[src/rtl/bif_bctl_master_seq.sv]
`default_nettype none
// ============================================================================
// Module   : bif_bctl_master_seq
// Purpose  : BIF bus initiator: start -> request/grant -> DAP -> data-ready,
//            reporting done, parity error or timeout back to the CPU/BCTL.
// Option   : define BIF_PERR_RETRY_EN to retry once after a parity error.
// Revision : 1.0
// ============================================================================
module bif_bctl_master_seq #(
  parameter int DAP_MIN     = 2,
  parameter int TOUT_CYCLES = 255
) (
  input  logic OSC,
  input  logic MR_n,
  input  logic CSTART_n,
  input  logic CWRITE,
  input  logic BLOCK25_n,
  input  logic BGNT_n,
  input  logic BDRY50_n,
  input  logic BPERR50_n,
  output logic OBREQ_n,
  output logic OBDAP_n,
  output logic OBINPUT_n,
  output logic CBUSY_n,
  output logic CDONE_n,
  output logic CPERR_n,
  output logic CTOUT_n
);

  typedef enum logic [2:0] {
    S_IDLE    = 3'd0,
    S_REQ     = 3'd1,
    S_ADDR    = 3'd2,
    S_WAIT    = 3'd3,
    S_RELEASE = 3'd4
  } state_e;

  localparam logic [3:0] DAP_LOAD  = 4'(DAP_MIN - 1);
  localparam logic [7:0] TOUT_LAST = 8'(TOUT_CYCLES - 1);

  state_e     state_q;
  logic [7:0] tout_cnt_q, tout_cnt_d;
  logic [3:0] dap_cnt_q;
  logic       pending_q, cwrite_q;
  logic       obreq_n_q, obdap_n_q, obinput_n_q;
  logic       cbusy_n_q, cdone_n_q, cperr_n_q, ctout_n_q;
`ifdef BIF_PERR_RETRY_EN
  logic       retry_q, again_q;
`endif

  logic start_acc, active, accept, tout_hit;

  always_comb begin
    tout_cnt_d = (tout_cnt_q == 8'hFF) ? tout_cnt_q : tout_cnt_q + 8'd1;
    // CBUSY_n high implies IDLE with nothing pending, so starts are only taken then.
    start_acc  = !CSTART_n && cbusy_n_q;
    active     = (state_q == S_REQ) || (state_q == S_ADDR) || (state_q == S_WAIT);
    accept     = (state_q == S_WAIT) && !BDRY50_n;
    tout_hit   = (tout_cnt_q >= TOUT_LAST);
  end

  always_ff @(posedge OSC or negedge MR_n) begin
    if (!MR_n) begin
      state_q     <= S_IDLE;
      tout_cnt_q  <= 8'd0;
      dap_cnt_q   <= 4'd0;
      pending_q   <= 1'b0;
      cwrite_q    <= 1'b0;
      obreq_n_q   <= 1'b1;
      obdap_n_q   <= 1'b1;
      obinput_n_q <= 1'b1;
      cbusy_n_q   <= 1'b1;
      cdone_n_q   <= 1'b1;
      cperr_n_q   <= 1'b1;
      ctout_n_q   <= 1'b1;
`ifdef BIF_PERR_RETRY_EN
      retry_q     <= 1'b0;
      again_q     <= 1'b0;
`endif
    end else begin
      cdone_n_q <= 1'b1;
      cperr_n_q <= 1'b1;
      ctout_n_q <= 1'b1;
      if (active) tout_cnt_q <= tout_cnt_d;

      // A data-ready accepted on the terminal count beats the timeout.
      if (active && tout_hit && !accept) begin
        obreq_n_q   <= 1'b1;
        obdap_n_q   <= 1'b1;
        obinput_n_q <= 1'b1;
        ctout_n_q   <= 1'b0;
        state_q     <= S_RELEASE;
      end else begin
        case (state_q)
          S_IDLE: begin
            if (start_acc) begin
              cwrite_q  <= CWRITE;
              cbusy_n_q <= 1'b0;
              pending_q <= 1'b1;
`ifdef BIF_PERR_RETRY_EN
              retry_q   <= 1'b0;
              again_q   <= 1'b0;
`endif
            end
            if ((start_acc || pending_q) && BLOCK25_n) begin
              pending_q  <= 1'b0;
              tout_cnt_q <= 8'd0;
              obreq_n_q  <= 1'b0;
              state_q    <= S_REQ;
            end
          end
          S_REQ: begin
            if (!BGNT_n) begin
              obdap_n_q   <= 1'b0;
              obinput_n_q <= cwrite_q;
              dap_cnt_q   <= DAP_LOAD;
              state_q     <= S_ADDR;
            end
          end
          S_ADDR: begin
            if (dap_cnt_q == 4'd0) state_q <= S_WAIT;
            else dap_cnt_q <= dap_cnt_q - 4'd1;
          end
          S_WAIT: begin
            if (accept) begin
              obreq_n_q   <= 1'b1;
              obdap_n_q   <= 1'b1;
              obinput_n_q <= 1'b1;
              state_q     <= S_RELEASE;
`ifdef BIF_PERR_RETRY_EN
              if (!BPERR50_n && !retry_q) begin
                retry_q <= 1'b1;
                again_q <= 1'b1;
              end else begin
                cdone_n_q <= 1'b0;
                cperr_n_q <= BPERR50_n;
              end
`else
              cdone_n_q <= 1'b0;
              cperr_n_q <= BPERR50_n;
`endif
            end
          end
          S_RELEASE: begin
            if (BDRY50_n) begin
`ifdef BIF_PERR_RETRY_EN
              if (again_q) begin
                again_q    <= 1'b0;
                tout_cnt_q <= 8'd0;
                obreq_n_q  <= 1'b0;
                state_q    <= S_REQ;
              end else begin
                cbusy_n_q <= 1'b1;
                state_q   <= S_IDLE;
              end
`else
              cbusy_n_q <= 1'b1;
              state_q   <= S_IDLE;
`endif
            end
          end
          default: state_q <= S_IDLE;
        endcase
      end
    end
  end

  assign OBREQ_n   = obreq_n_q;
  assign OBDAP_n   = obdap_n_q;
  assign OBINPUT_n = obinput_n_q;
  assign CBUSY_n   = cbusy_n_q;
  assign CDONE_n   = cdone_n_q;
  assign CPERR_n   = cperr_n_q;
  assign CTOUT_n   = ctout_n_q;

endmodule
`default_nettype wire

[config.mk]
export PLATFORM = sky130hd
export DESIGN_NAME = bif_bctl_master_seq
export DESIGN_NICKNAME = d
export VERILOG_FILES = /design/src/rtl/bif_bctl_master_seq.sv
export SDC_FILE = /design/constraint.sdc
export NUM_CORES = 1
export LEC_CHECK = 0
export CORE_MARGIN = 2
export CORE_UTILIZATION = 25
export DETAILED_ROUTE_END_ITERATION = 10
export GPL_ROUTABILITY_DRIVEN = 0
export SYNTH_ARGS = -nofsm -noshare
export SYNTH_HDL_FRONTEND = slang
export SYNTH_SLANG_ARGS = --single-unit
[constraint.sdc]
create_clock -name OSC -period 5.2 [get_ports OSC]
set_clock_uncertainty 0.15 [all_clocks]
set_input_delay 0.78 -clock OSC [delete_from_list [all_inputs] [get_ports OSC]]
set_output_delay 0.78 -clock OSC [all_outputs]
set_load 0.01 [all_outputs]
==> metrics.txt, run 1 <==
# TYPE chip_impl_metric gauge
chip_impl_metric{name="period_minus_slack",unit="ns"} 2.368
chip_impl_metric{name="initial_utilization",unit="%"} 26.12
chip_impl_metric{name="die_x",unit="µm"} 77.28
chip_impl_metric{name="filler_cell_count",unit=""} 562
chip_impl_metric{name="regArea",unit="µm²"} 609.3
chip_impl_metric{name="drtAntennaViolNets",unit=""} 0
chip_impl_metric{name="cellPowerDensity",unit="mW/mm²"} 201.0
chip_impl_metric{name="synth-compound-area-share",unit="%"} 19.66
chip_impl_metric{name="std_cell_rows",unit=""} 26
chip_impl_info{name="synth-main-ff-cell",value="sky130_fd_sc_hd__dfrtp_1"} 1
chip_impl_metric{name="seq_area_frac_synth",unit="%"} 45.39
chip_impl_info{name="start_kind",value="primary input"} 1
chip_impl_metric{name="post_cts_hold_buffer_count",unit=""} 0
chip_impl_metric{name="postSynthRegisterBits",unit=""} 24
chip_impl_info{name="synth_top_family_by_area",value="simple AND/OR/NAND/NOR gates"} 1
chip_impl_metric{name="clk_pin_slew",unit="ns"} 0.09
chip_impl_metric{name="grt_pass1_vias",unit=""} 979
chip_impl_metric{name="antenna-diode-count",unit=""} 0
chip_impl_info{name="cts_tree",value="done"} 1
chip_impl_metric{name="cts_setup_buffers",unit=""} 0
chip_impl_metric{name="synth_simple_gate_area_share",unit="%"} 23.58
chip_impl_metric{name="syn-instance-count",unit=""} 129
chip_impl_metric{name="leakage",unit="µW"} 0.0006488
chip_impl_metric{name="drv_cap",unit=""} 0
chip_impl_metric{name="fin_cells",unit=""} 215
chip_impl_metric{name="finalHoldViolCount",unit=""} 0
chip_impl_metric{name="largest_net_degree_at_the_start_of_global_routing",unit=""} 25
chip_impl_metric{name="mappedNetlistNets",unit=""} 140
chip_impl_metric{name="synth.area.mux_share",unit="%"} 2.516
chip_impl_metric{name="fp.coreArea",unit="mm²"} 0.005140
chip_impl_metric{name="arithmetic_cell_share_of_the_synthesized_area_counting_full_adders_half_adders_and_majority_gates",unit="%"} 2.796
chip_impl_info{name="hold_path_class",value="reg2reg"} 1
chip_impl_metric{name="io_buffer_count",unit=""} 14
chip_impl_info{name="clockRootBuffer",value="sky130_fd_sc_hd__clkbuf_8"} 1
chip_impl_metric{name="endpoint_required_time_on_the_critical_path",unit="ns"} 5.17
chip_impl_info{name="run_status",value="finished clean"} 1
chip_impl_metric{name="dieArea",unit="mm²"} 0.005972
chip_impl_metric{name="tightestPinTransition",unit="ns"} 0.8440
chip_impl_metric{name="worst_path_max_fanout",unit=""} 9
chip_impl_metric{name="layout.nets",unit=""} 157
chip_impl_metric{name="timing.final.setup_violations",unit=""} 0
chip_impl_metric{name="route.final.wire_length",unit="mm"} 2.669
chip_impl_metric{name="place.detailed.hpwl",unit="mm"} 1.901
chip_impl_metric{name="routedWlPerCell",unit="µm"} 12.41
chip_impl_metric{name="post_syn_area",unit="mm²"} 0.001343
chip_impl_metric{name="ir_worst_vdd",unit="mV"} 0.1172
chip_impl_metric{name="vias_per_cell",unit=""} 4.665
chip_impl_metric{name="flow.area_growth_from_synthesis",unit="%"} 20.50
chip_impl_metric{name="clock_sink_count",unit=""} 24
chip_impl_metric{name="clkLatencyLatePin",unit="ns"} 0.27
chip_impl_metric{name="grt-ovfl-total",unit=""} 0
chip_impl_metric{name="achievable-frequency",unit="MHz"} 422.3
chip_impl_metric{name="final_layout_size_suffix_gt1_share",unit="%"} 20.69
chip_impl_metric{name="arrival",unit="ns"} 2.34
chip_impl_metric{name="setup_tns",unit="ns"} 0
chip_impl_metric{name="placedCellCount",unit=""} 211
chip_impl_metric{name="ys_warn_count",unit=""} 0
chip_impl_metric{name="vias",unit=""} 1003
chip_impl_metric{name="multi_input_comb_area",unit="µm²"} 695.7
chip_impl_metric{name="synth-edff-count",unit=""} 0
chip_impl_metric{name="tritoncts.num_buffers",unit=""} 3
chip_impl_metric{name="floorplan.io_pins",unit=""} 15
chip_impl_info{name="timing_worst_setup_path_type",value="in2reg"} 1
chip_impl_metric{name="antenna_found_initial",unit=""} 0
chip_impl_metric{name="max-slew-margin-rel",unit="%"} 43.27
chip_impl_metric{name="ctsLongestPathBuffers",unit=""} 2
chip_impl_metric{name="synth_cell_types",unit=""} 47
chip_impl_metric{name="finalMaxSlewViolations",unit=""} 0
chip_impl_metric{name="postCtsResizedCells",unit=""} 0
chip_impl_metric{name="detailedRoute.firstPassIterationCount",unit=""} 3
chip_impl_info{name="worstSetupEndpointType",value="flip-flop"} 1
chip_impl_metric{name="remaining_drc_errors",unit=""} 0
chip_impl_metric{name="drt_iter0_drc",unit=""} 88
chip_impl_metric{name="ctsHtreeMaxLevel",unit=""} 1
chip_impl_metric{name="post-route-period-util",unit="%"} 45.54
chip_impl_metric{name="die_y",unit="µm"} 77.28
chip_impl_metric{name="grt_first_pass_wirelength",unit="mm"} 4.636
chip_impl_metric{name="avg_cell_area_syn",unit="µm²"} 10.41
chip_impl_metric{name="grt_usage",unit="%"} 9.532
chip_impl_metric{name="asr_flop_ratio_synth",unit="%"} 100.0
chip_impl_info{name="rsz_0062_raised_after_global_routing",value="false"} 1
chip_impl_metric{name="post_synth_xor_area_fraction",unit="%"} 3.262
cell type report:
type                    count  share of cell area, %
well taps                  70                  5.414
inverters                   6                  1.392
multi-input cells          96                  43.00
clock buffers               4                  3.403
repair buffers             15                  9.126
flip-flops and latches     24                  37.66
logic make-up (layout without fill, tap and decap cells):
family | Yosys count | in the layout
AO/OA/AOI/OAI | 34 | 34
XOR/XNOR | 5 | 5
adder cells (fa/ha/maj) | 3 | 3
buffers and inverters | 9 | 25
flip-flops | 24 | 24
multiplexers | 3 | 3
AND/OR/NAND/NOR | 51 | 51
metrics by stage:
stage                     hold WS, ns  area (µm²)  power [µW]  setup slack, ns  utilization (%)
after floorplan                0.3231        1343       191.6            3.284                -
after global placement         0.3379        1563       202.3            2.546            30.40
after detailed placement       0.3457        1563       202.3            2.512            30.40
after CTS                      0.3603        1618       331.2            2.791            31.48
after global routing           0.3890        1618       339.7            2.684            31.48
final                          0.3511        1618       325.2            2.832            31.48
routing by layer:
layer / global-route usage (%) / routed length (µm) / up-vias
met1: 13.29 / 1439 / 477
met5: 0 / 0 / -
li1: - / - / 508
met4: 2.679 / 27 / 0
met3: 2.353 / 72 / 2
met2: 14.61 / 1128 / 16
layout by cell type (no fill, tap or decap), types with 2 or more instances in the layout:
master and count:
sky130_fd_sc_hd__dfstp_2 7, sky130_fd_sc_hd__o22ai_1 2, sky130_fd_sc_hd__and3b_1 2, sky130_fd_sc_hd__nand2b_1 2, sky130_fd_sc_hd__nand4_1 2, sky130_fd_sc_hd__xor2_1 2, sky130_fd_sc_hd__a21oi_1 8, sky130_fd_sc_hd__xnor2_1 3
sky130_fd_sc_hd__nor2_1 8, sky130_fd_sc_hd__a211oi_1 2, sky130_fd_sc_hd__nand3_1 4, sky130_fd_sc_hd__nor2b_1 2, sky130_fd_sc_hd__nand2_1 11, sky130_fd_sc_hd__o22a_2 2, sky130_fd_sc_hd__nor3_1 6, sky130_fd_sc_hd__dfrtp_1 17
sky130_fd_sc_hd__clkdlybuf4s50_1 14, sky130_fd_sc_hd__ha_1 3, sky130_fd_sc_hd__inv_1 6, sky130_fd_sc_hd__nor4_1 2, sky130_fd_sc_hd__mux2_2 3, sky130_fd_sc_hd__o21ai_0 7, sky130_fd_sc_hd__clkbuf_8 4
cells in the mapped netlist, drive strengths merged, types with 2 or more instances:
library cell | n | share of area [%]
nor2 | 8 | 2.2
xor2 | 2 | 1.3
dfrtp | 17 | 32
o22a | 2 | 1.5
nor2b | 2 | 0.93
nor3 | 6 | 2.2
xnor2 | 3 | 2.0
ha | 3 | 2.8
o21ai | 8 | 3.3
nand3 | 5 | 2.8
nand2b | 2 | 0.93
a21oi | 8 | 3.0
nor3b | 2 | 1.5
mux2 | 3 | 2.5
dfstp | 7 | 14
and3b | 2 | 1.3
nor4 | 3 | 1.9
o22ai | 2 | 0.93
nand2 | 11 | 3.1
a211oi | 2 | 1.1
buf | 3 | 1.1
inv | 6 | 1.7
nand4 | 3 | 2.5
worst max-delay path, stage by stage:
cell and delay (ns):
sky130_fd_sc_hd__clkdlybuf4s50_1 0.42, sky130_fd_sc_hd__nor2b_1 0.19, sky130_fd_sc_hd__o21ai_0 0.16, sky130_fd_sc_hd__nor4_2 0.66, sky130_fd_sc_hd__nor3_1 0.13
where the power goes:
part	switching (µW)	internal (µW)	total, µW
clock network	59.4	67.5	127
logic	5.65	5.90	11.6
registers	0	187	187
registers in the layout, summed over array words and instances, names as in the netlist:
| register | flops |
|---|---|
| pending_q | 1 |
| OBDAP_n | 1 |
| OBINPUT_n | 1 |
| tout_cnt_q | 8 |
| state_q | 3 |
| cwrite_q | 1 |
| CDONE_n | 1 |
| dap_cnt_q | 4 |
| CBUSY_n | 1 |
| CTOUT_n | 1 |
| CPERR_n | 1 |
| OBREQ_n | 1 |
final timing paths:
| check | from | end | slack [ns] | cells past startpoint |
|---|---|---|---|---|
| setup / recovery | CSTART_n | tout_cnt_q[7] | 2.83 | 5 |
| hold / removal | OBREQ_n | OBREQ_n | 0.35 | 2 |
| max in group asynchronous | MR_n | OBINPUT_n | 3.88 | 2 |
| min in group asynchronous | MR_n | tout_cnt_q[6] | 0.71 | 2 |
| hold reg to reg | OBREQ_n | OBREQ_n | 0.35 | 2 |
| setup reg to reg | state_q[0] | dap_cnt_q[2] | 3.09 | 4 |
No activity file was read; power rests on OpenSTA's default activity.
==> inputs of run 2 (changes only) <==
Clock period 5.2 ns to 2.5 ns, I/O delays scaled along.
==> metrics.txt, run 2 (synthesis results as in run 1) <==
# TYPE chip_impl_metric gauge
chip_impl_metric{name="power.share.switching",unit="%"} 18.67
chip_impl_info{name="start_kind",value="flip-flop"} 1
chip_impl_metric{name="flow.area_growth_from_synthesis",unit="%"} 22.27
chip_impl_metric{name="flip_flop_count_of_the_largest_register_all_copies_and_words_added",unit=""} 8
chip_impl_info{name="hold_path_class",value="in2async"} 1
chip_impl_metric{name="remaining_drc_errors",unit=""} 0
chip_impl_metric{name="ctsLongestPathBuffers",unit=""} 2
chip_impl_metric{name="ctsHtreeMaxLevel",unit=""} 1
chip_impl_info{name="final_common_cell",value="sky130_fd_sc_hd__dfrtp_1"} 1
chip_impl_metric{name="arrival",unit="ns"} 2.09
chip_impl_metric{name="dieArea",unit="mm²"} 0.005972
chip_impl_metric{name="drtAntennaViolNets",unit=""} 0
chip_impl_metric{name="cts_setup_buffers",unit=""} 0
chip_impl_info{name="critPathTopFamily",value="compound AO/OA/AOI/OAI gates"} 1
chip_impl_metric{name="antenna_found_initial",unit=""} 0
chip_impl_metric{name="detailedRoute.firstPassIterationCount",unit=""} 4
chip_impl_metric{name="worst-path-buf-inv",unit=""} 0
chip_impl_metric{name="die_x",unit="µm"} 77.28
chip_impl_metric{name="fp.coreArea",unit="mm²"} 0.005140
chip_impl_metric{name="timing.final.setup_violations",unit=""} 0
chip_impl_metric{name="layout.nets",unit=""} 158
chip_impl_metric{name="floorplan.io_pins",unit=""} 15
chip_impl_info{name="layout.cells.most_common_list",value="sky130_fd_sc_hd__dfrtp_1, sky130_fd_sc_hd__clkdlybuf4s50_1, sky130_fd_sc_hd__nand2_1"} 1
chip_impl_info{name="critical_path.cell_chain",value="o21bai_4 -> o41ai_4 -> o22ai_1 -> a22o_2"} 1
chip_impl_metric{name="tritoncts.num_buffers",unit=""} 3
chip_impl_metric{name="post-route-period-util",unit="%"} 83.02
chip_impl_metric{name="max-slew-margin-rel",unit="%"} 62.51
chip_impl_info{name="run_status",value="finished clean"} 1
chip_impl_metric{name="netSwitchingPower",unit="µW"} 141.1
chip_impl_metric{name="setup_tns",unit="ns"} 0
chip_impl_metric{name="initial_utilization",unit="%"} 26.12
chip_impl_metric{name="grt_usage",unit="%"} 9.618
chip_impl_metric{name="worst_path_max_fanout",unit=""} 16
chip_impl_metric{name="post_cts_hold_buffer_count",unit=""} 0
chip_impl_metric{name="power.share.sequential",unit="%"} 51.4
chip_impl_metric{name="route.final.wire_length",unit="mm"} 2.765
chip_impl_metric{name="tightestPinTransition",unit="ns"} 0.5624
chip_impl_metric{name="endpoint_required_time_on_the_critical_path",unit="ns"} 2.51
chip_impl_metric{name="antenna-diode-count",unit=""} 0
chip_impl_info{name="timing_worst_setup_path_type",value="reg2reg"} 1
chip_impl_metric{name="vias",unit=""} 1036
chip_impl_info{name="max_flop_register",value="tout_cnt_q"} 1
chip_impl_metric{name="cellPowerDensity",unit="mW/mm²"} 460.5
chip_impl_info{name="rsz_0062_raised_after_global_routing",value="false"} 1
chip_impl_metric{name="grt_first_pass_wirelength",unit="mm"} 4.588
chip_impl_metric{name="filler_cell_count",unit=""} 563
chip_impl_metric{name="leakage",unit="µW"} 0.0006612
chip_impl_metric{name="drv_cap",unit=""} 0
chip_impl_metric{name="grt_pass1_vias",unit=""} 917
chip_impl_metric{name="finalMaxSlewViolations",unit=""} 0
chip_impl_metric{name="io_buffer_count",unit=""} 14
chip_impl_metric{name="cpPeakStageDelay",unit="ns"} 0.71
chip_impl_info{name="worstSetupEndpointType",value="flip-flop"} 1
chip_impl_metric{name="clock_sink_count",unit=""} 24
chip_impl_info{name="biggestRegsByFlops",value="tout_cnt_q (8), dap_cnt_q (4), state_q (3)"} 1
chip_impl_metric{name="std_cell_rows",unit=""} 26
chip_impl_info{name="cts_tree",value="done"} 1
chip_impl_metric{name="place.detailed.hpwl",unit="mm"} 1.967
chip_impl_info{name="crit_slowest_cell",value="sky130_fd_sc_hd__dfrtp_1"} 1
chip_impl_metric{name="power.combinational.fraction",unit="%"} 3.1
chip_impl_metric{name="clk_pin_slew",unit="ns"} 0.09
chip_impl_metric{name="period_minus_slack",unit="ns"} 2.075
chip_impl_metric{name="finalHoldViolCount",unit=""} 0
chip_impl_metric{name="ir_worst_vdd",unit="mV"} 0.2103
chip_impl_metric{name="grt-ovfl-total",unit=""} 0
chip_impl_metric{name="postCtsResizedCells",unit=""} 0
chip_impl_metric{name="clkLatencyLatePin",unit="ns"} 0.27
chip_impl_metric{name="routedWlPerCell",unit="µm"} 12.80
chip_impl_metric{name="cellInternalPower",unit="µW"} 614.8
chip_impl_metric{name="drt_iter0_drc",unit=""} 65
chip_impl_metric{name="final_layout_size_suffix_gt1_share",unit="%"} 21.23
chip_impl_metric{name="largest_net_degree_at_the_start_of_global_routing",unit=""} 25
chip_impl_metric{name="finish.utilization",unit="%"} 31.94
chip_impl_metric{name="die_y",unit="µm"} 77.28
chip_impl_metric{name="pwr-share-clk",unit="%"} 45.5
chip_impl_metric{name="achievable-frequency",unit="MHz"} 481.8
chip_impl_info{name="clockRootBuffer",value="sky130_fd_sc_hd__clkbuf_8"} 1
chip_impl_metric{name="vias_per_cell",unit=""} 4.796
## run 2: worst paths after layout
check,start,to,slack [ns],depth (start not counted)
worst max register to register,state_q[0],dap_cnt_q[2],0.42,4
worst max-delay path,state_q[0],dap_cnt_q[2],0.42,4
worst min-delay path,MR_n,tout_cnt_q[2],0.31,2
max in group asynchronous,MR_n,OBINPUT_n,1.60,2
worst min register to register,OBREQ_n,OBREQ_n,0.34,2
min in group OSC,OBREQ_n,OBREQ_n,0.34,2
## run 2: power groups by stage
stage               clock, µW  sequential, µW  combinational [µW]
CTS                       355             389                24.8
finish                    344             388                23.7
global placement            0             396                24.8
global route              372             389                27.0
detailed placement          0             396                24.6
floorplan                   0             396                2.83
## run 2: cell type report
class	instances	area (µm²)	share of cell area (%)
clock buffers	3	41.29	2.515
multi-input cells	96	695.7	42.38
repair buffers	16	155.1	9.451
flip-flops and latches	24	609.3	37.12
clock inverters	1	30.03	1.829
inverters	6	22.52	1.372
well taps	70	87.58	5.335
## run 2: through the flow
stage | instance area [µm²] | setup WS [ns] | total power, µW | instances | hold slack, ns
4_1_cts | 1642 | 0.4136 | 768.1 | 216 | 0.3164
6_report | 1642 | 0.4245 | 755.9 | 216 | 0.3075
2_1_floorplan | 1343 | 0.6704 | 398.6 | 129 | -0.07059
3_3_place_gp | 1570 | 0.3309 | 420.4 | 212 | 0.3303
3_5_place_dp | 1570 | 0.3246 | 420.3 | 212 | 0.3333
5_1_grt | 1642 | 0.3701 | 787.7 | 216 | 0.3203
## run 2: metal layers
metal  vias up  part of all wire [%]  wire length (µm)  global-route usage [%]
met5         -                     0                 0                       0
met4         0                   1.4                38                   3.214
met3         4                   3.3                91                   1.647
met2        25                    43              1184                   14.17
met1       499                    52              1451                   14.15
li1        508                     -                 -                       -
==> inputs of run 3 (changes only) <==
Clock period 2.5 ns to 2 ns, I/O delays scaled along.
==> metrics.txt, run 3 (synthesis results as in run 1) <==
# TYPE chip_impl_metric gauge
chip_impl_metric{name="grt_usage",unit="%"} 10.38
chip_impl_metric{name="regArea",unit="µm²"} 609.3
chip_impl_info{name="layout.cells.most_common_list",value="sky130_fd_sc_hd__dfrtp_1, sky130_fd_sc_hd__clkdlybuf4s50_1, sky130_fd_sc_hd__buf_4"} 1
chip_impl_info{name="biggestRegsByFlops",value="tout_cnt_q (8), dap_cnt_q (4), state_q (3)"} 1
chip_impl_info{name="rr_endpoint",value="dap_cnt_q[2]"} 1
chip_impl_metric{name="final_layout_size_suffix_gt1_share",unit="%"} 25.64
chip_impl_metric{name="ir_worst_vdd",unit="mV"} 0.2160
chip_impl_metric{name="flow.area_growth_from_synthesis",unit="%"} 25.91
chip_impl_metric{name="antenna_found_initial",unit=""} 0
chip_impl_metric{name="remaining_drc_errors",unit=""} 0
chip_impl_info{name="run_status",value="finished clean"} 1
chip_impl_info{name="regToRegStartpoint",value="tout_cnt_q[0]"} 1
chip_impl_info{name="worstSetupEndpointType",value="flip-flop"} 1
chip_impl_metric{name="timing.hold.ws",unit="ns"} 0.2317
chip_impl_metric{name="ctsHtreeMaxLevel",unit=""} 1
chip_impl_metric{name="max-slew-margin-rel",unit="%"} 68.82
chip_impl_metric{name="filler_cell_count",unit=""} 553
chip_impl_metric{name="period_minus_slack",unit="ns"} 1.890
chip_impl_metric{name="grt_first_pass_wirelength",unit="mm"} 5.016
chip_impl_metric{name="rrSetupSlack",unit="ns"} 0.11
chip_impl_metric{name="power.combinational.fraction",unit="%"} 4.0
chip_impl_metric{name="floorplan.io_pins",unit=""} 15
chip_impl_metric{name="detailedRoute.firstPassIterationCount",unit=""} 4
chip_impl_metric{name="std_cell_rows",unit=""} 26
chip_impl_metric{name="power.share.sequential",unit="%"} 59.2
chip_impl_info{name="max_flop_register",value="tout_cnt_q"} 1
chip_impl_metric{name="netSwitchingPower",unit="µW"} 174.4
chip_impl_metric{name="io_buffer_count",unit=""} 14
chip_impl_metric{name="tightestPinTransition",unit="ns"} 0.4677
chip_impl_info{name="hold_path_class",value="in2async"} 1
chip_impl_metric{name="clock_sink_count",unit=""} 24
chip_impl_metric{name="cellPowerDensity",unit="mW/mm²"} 485.2
chip_impl_metric{name="initial_utilization",unit="%"} 26.12
chip_impl_metric{name="endpoint_required_time_on_the_critical_path",unit="ns"} 2.01
chip_impl_metric{name="vias",unit=""} 1033
chip_impl_info{name="cts_tree",value="done"} 1
chip_impl_metric{name="postCtsResizedCells",unit=""} 0
chip_impl_metric{name="post_cts_hold_buffer_count",unit=""} 0
chip_impl_metric{name="clkLatencyLatePin",unit="ns"} 0.27
chip_impl_metric{name="cellInternalPower",unit="µW"} 645.8
chip_impl_metric{name="achievable-frequency",unit="MHz"} 529.1
chip_impl_metric{name="cts_setup_buffers",unit=""} 0
chip_impl_metric{name="wl_met2",unit="mm"} 1.174
chip_impl_metric{name="arrival",unit="ns"} 1.90
chip_impl_info{name="final_common_cell",value="sky130_fd_sc_hd__dfrtp_1"} 1
chip_impl_metric{name="route.final.wire_length",unit="mm"} 2.850
chip_impl_metric{name="die_x",unit="µm"} 77.28
chip_impl_info{name="clockRootBuffer",value="sky130_fd_sc_hd__clkbuf_8"} 1
chip_impl_metric{name="wl_met3",unit="µm"} 91
chip_impl_metric{name="power.share.switching",unit="%"} 21.27
chip_impl_metric{name="grt-ovfl-total",unit=""} 0
chip_impl_metric{name="die_y",unit="µm"} 77.28
chip_impl_metric{name="flip_flop_count_of_the_largest_register_all_copies_and_words_added",unit=""} 8
chip_impl_metric{name="timing.final.setup_violations",unit=""} 0
chip_impl_metric{name="worst_path_max_fanout",unit=""} 4
chip_impl_metric{name="place.detailed.hpwl",unit="mm"} 2.073
chip_impl_metric{name="routedWlPerCell",unit="µm"} 12.61
chip_impl_metric{name="drv_cap",unit=""} 0
chip_impl_metric{name="leakage",unit="µW"} 0.0006963
chip_impl_metric{name="dieArea",unit="mm²"} 0.005972
chip_impl_metric{name="pwr-share-clk",unit="%"} 36.8
chip_impl_info{name="start_kind",value="flip-flop"} 1
chip_impl_metric{name="largest_net_degree_at_the_start_of_global_routing",unit=""} 25
chip_impl_metric{name="placedInstanceArea",unit="mm²"} 0.001645
chip_impl_metric{name="finalHoldViolCount",unit=""} 0
chip_impl_metric{name="grt_pass1_vias",unit=""} 1021
chip_impl_metric{name="ctsLongestPathBuffers",unit=""} 2
chip_impl_metric{name="finalMaxSlewViolations",unit=""} 0
chip_impl_info{name="rsz_0062_raised_after_global_routing",value="false"} 1
chip_impl_metric{name="multi_input_comb_area",unit="µm²"} 695.7
chip_impl_metric{name="fp.coreArea",unit="mm²"} 0.005140
chip_impl_metric{name="tritoncts.num_buffers",unit=""} 3
chip_impl_metric{name="clk_pin_slew",unit="ns"} 0.09
chip_impl_metric{name="drtAntennaViolNets",unit=""} 0
chip_impl_metric{name="post-route-period-util",unit="%"} 94.49
chip_impl_metric{name="rr_worst_depth",unit=""} 7
chip_impl_metric{name="met1_length",unit="mm"} 1.533
chip_impl_info{name="timing_worst_setup_path_type",value="reg2reg"} 1
chip_impl_metric{name="vias_per_cell",unit=""} 4.571
chip_impl_metric{name="antenna-diode-count",unit=""} 0
chip_impl_info{name="dr.max_layer_used",value="met4"} 1
chip_impl_metric{name="layout.nets",unit=""} 168
chip_impl_metric{name="layout.cell_area.non_filler",unit="mm²"} 0.001690
chip_impl_metric{name="drt_iter0_drc",unit=""} 54
-- run 3: layout make-up --
class / count / share of cell area [%]
Clock buffer: 4 / 2.665
Inverter: 6 / 1.332
Timing Repair Buffer: 26 / 13.62
Sequential cell: 24 / 36.05
Multi-Input combinational cell: 96 / 41.15
Tap cell: 70 / 5.181
-- run 3: power by group through the flow --
| stage | Sequential, µW | Combinational [µW] | Clock, µW |
|---|---|---|---|
| 3_5_place_dp | 495 | 34.3 | 0 |
| 2_1_floorplan | 495 | 3.54 | 0 |
| 4_1_cts | 486 | 34.5 | 320 |
| 3_3_place_gp | 495 | 34.3 | 0 |
| 6_report | 486 | 33.0 | 302 |
| 5_1_grt | 486 | 37.6 | 331 |
-- run 3: worst max-delay path by stage --
stage / startpoint / endpoint / slack, ns / depth (start not counted)
floorplan: tout_cnt_q[0] / OBINPUT_n / 0.17 / 6
global placement: BDRY50_n / dap_cnt_q[0] / 0.01 / 5
detailed placement: BDRY50_n / dap_cnt_q[0] / -0.008 / 5
CTS: tout_cnt_q[0] / dap_cnt_q[2] / 0.09 / 7
global route: tout_cnt_q[0] / dap_cnt_q[2] / 0.003 / 7
finish: tout_cnt_q[0] / dap_cnt_q[2] / 0.11 / 7
-- run 3: routing by layer --
| metal | track usage [%] | vias to the layer above |
|---|---|---|
| li1 | - | 534 |
| met1 | 14.95 | 477 |
| met2 | 15.13 | 17 |
| met3 | 2.000 | 5 |
| met4 | 4.286 | 0 |
| met5 | 0 | - |
-- run 3: worst max-delay path, cell delays in order (launching register included) --
cell and delay, ns:
sky130_fd_sc_hd__dfrtp_1 0.39, sky130_fd_sc_hd__inv_1 0.07, sky130_fd_sc_hd__ha_1 0.14, sky130_fd_sc_hd__o211ai_1 0.12
sky130_fd_sc_hd__buf_4 0.18, sky130_fd_sc_hd__o41ai_4 0.38, sky130_fd_sc_hd__o22ai_1 0.14, sky130_fd_sc_hd__a22o_2 0.22
-- run 3: stage by stage --
| stage | worst slack, ns | setup TNS [ns] | util (%) | total power (µW) | cells |
|---|---|---|---|---|---|
| 2_1_floorplan | 0.1704 | 0 | - | 498.3 | 129 |
| 3_3_place_gp | 0.01139 | 0 | 32.01 | 528.9 | 222 |
| 3_5_place_dp | -0.008166 | -0.008166 | 32.01 | 528.9 | 222 |
| 4_1_cts | 0.09332 | 0 | 32.89 | 840.1 | 226 |
| 5_1_grt | 0.003330 | 0 | 32.89 | 854.7 | 226 |
| 6_report | 0.1101 | 0 | 32.89 | 820.2 | 226 |
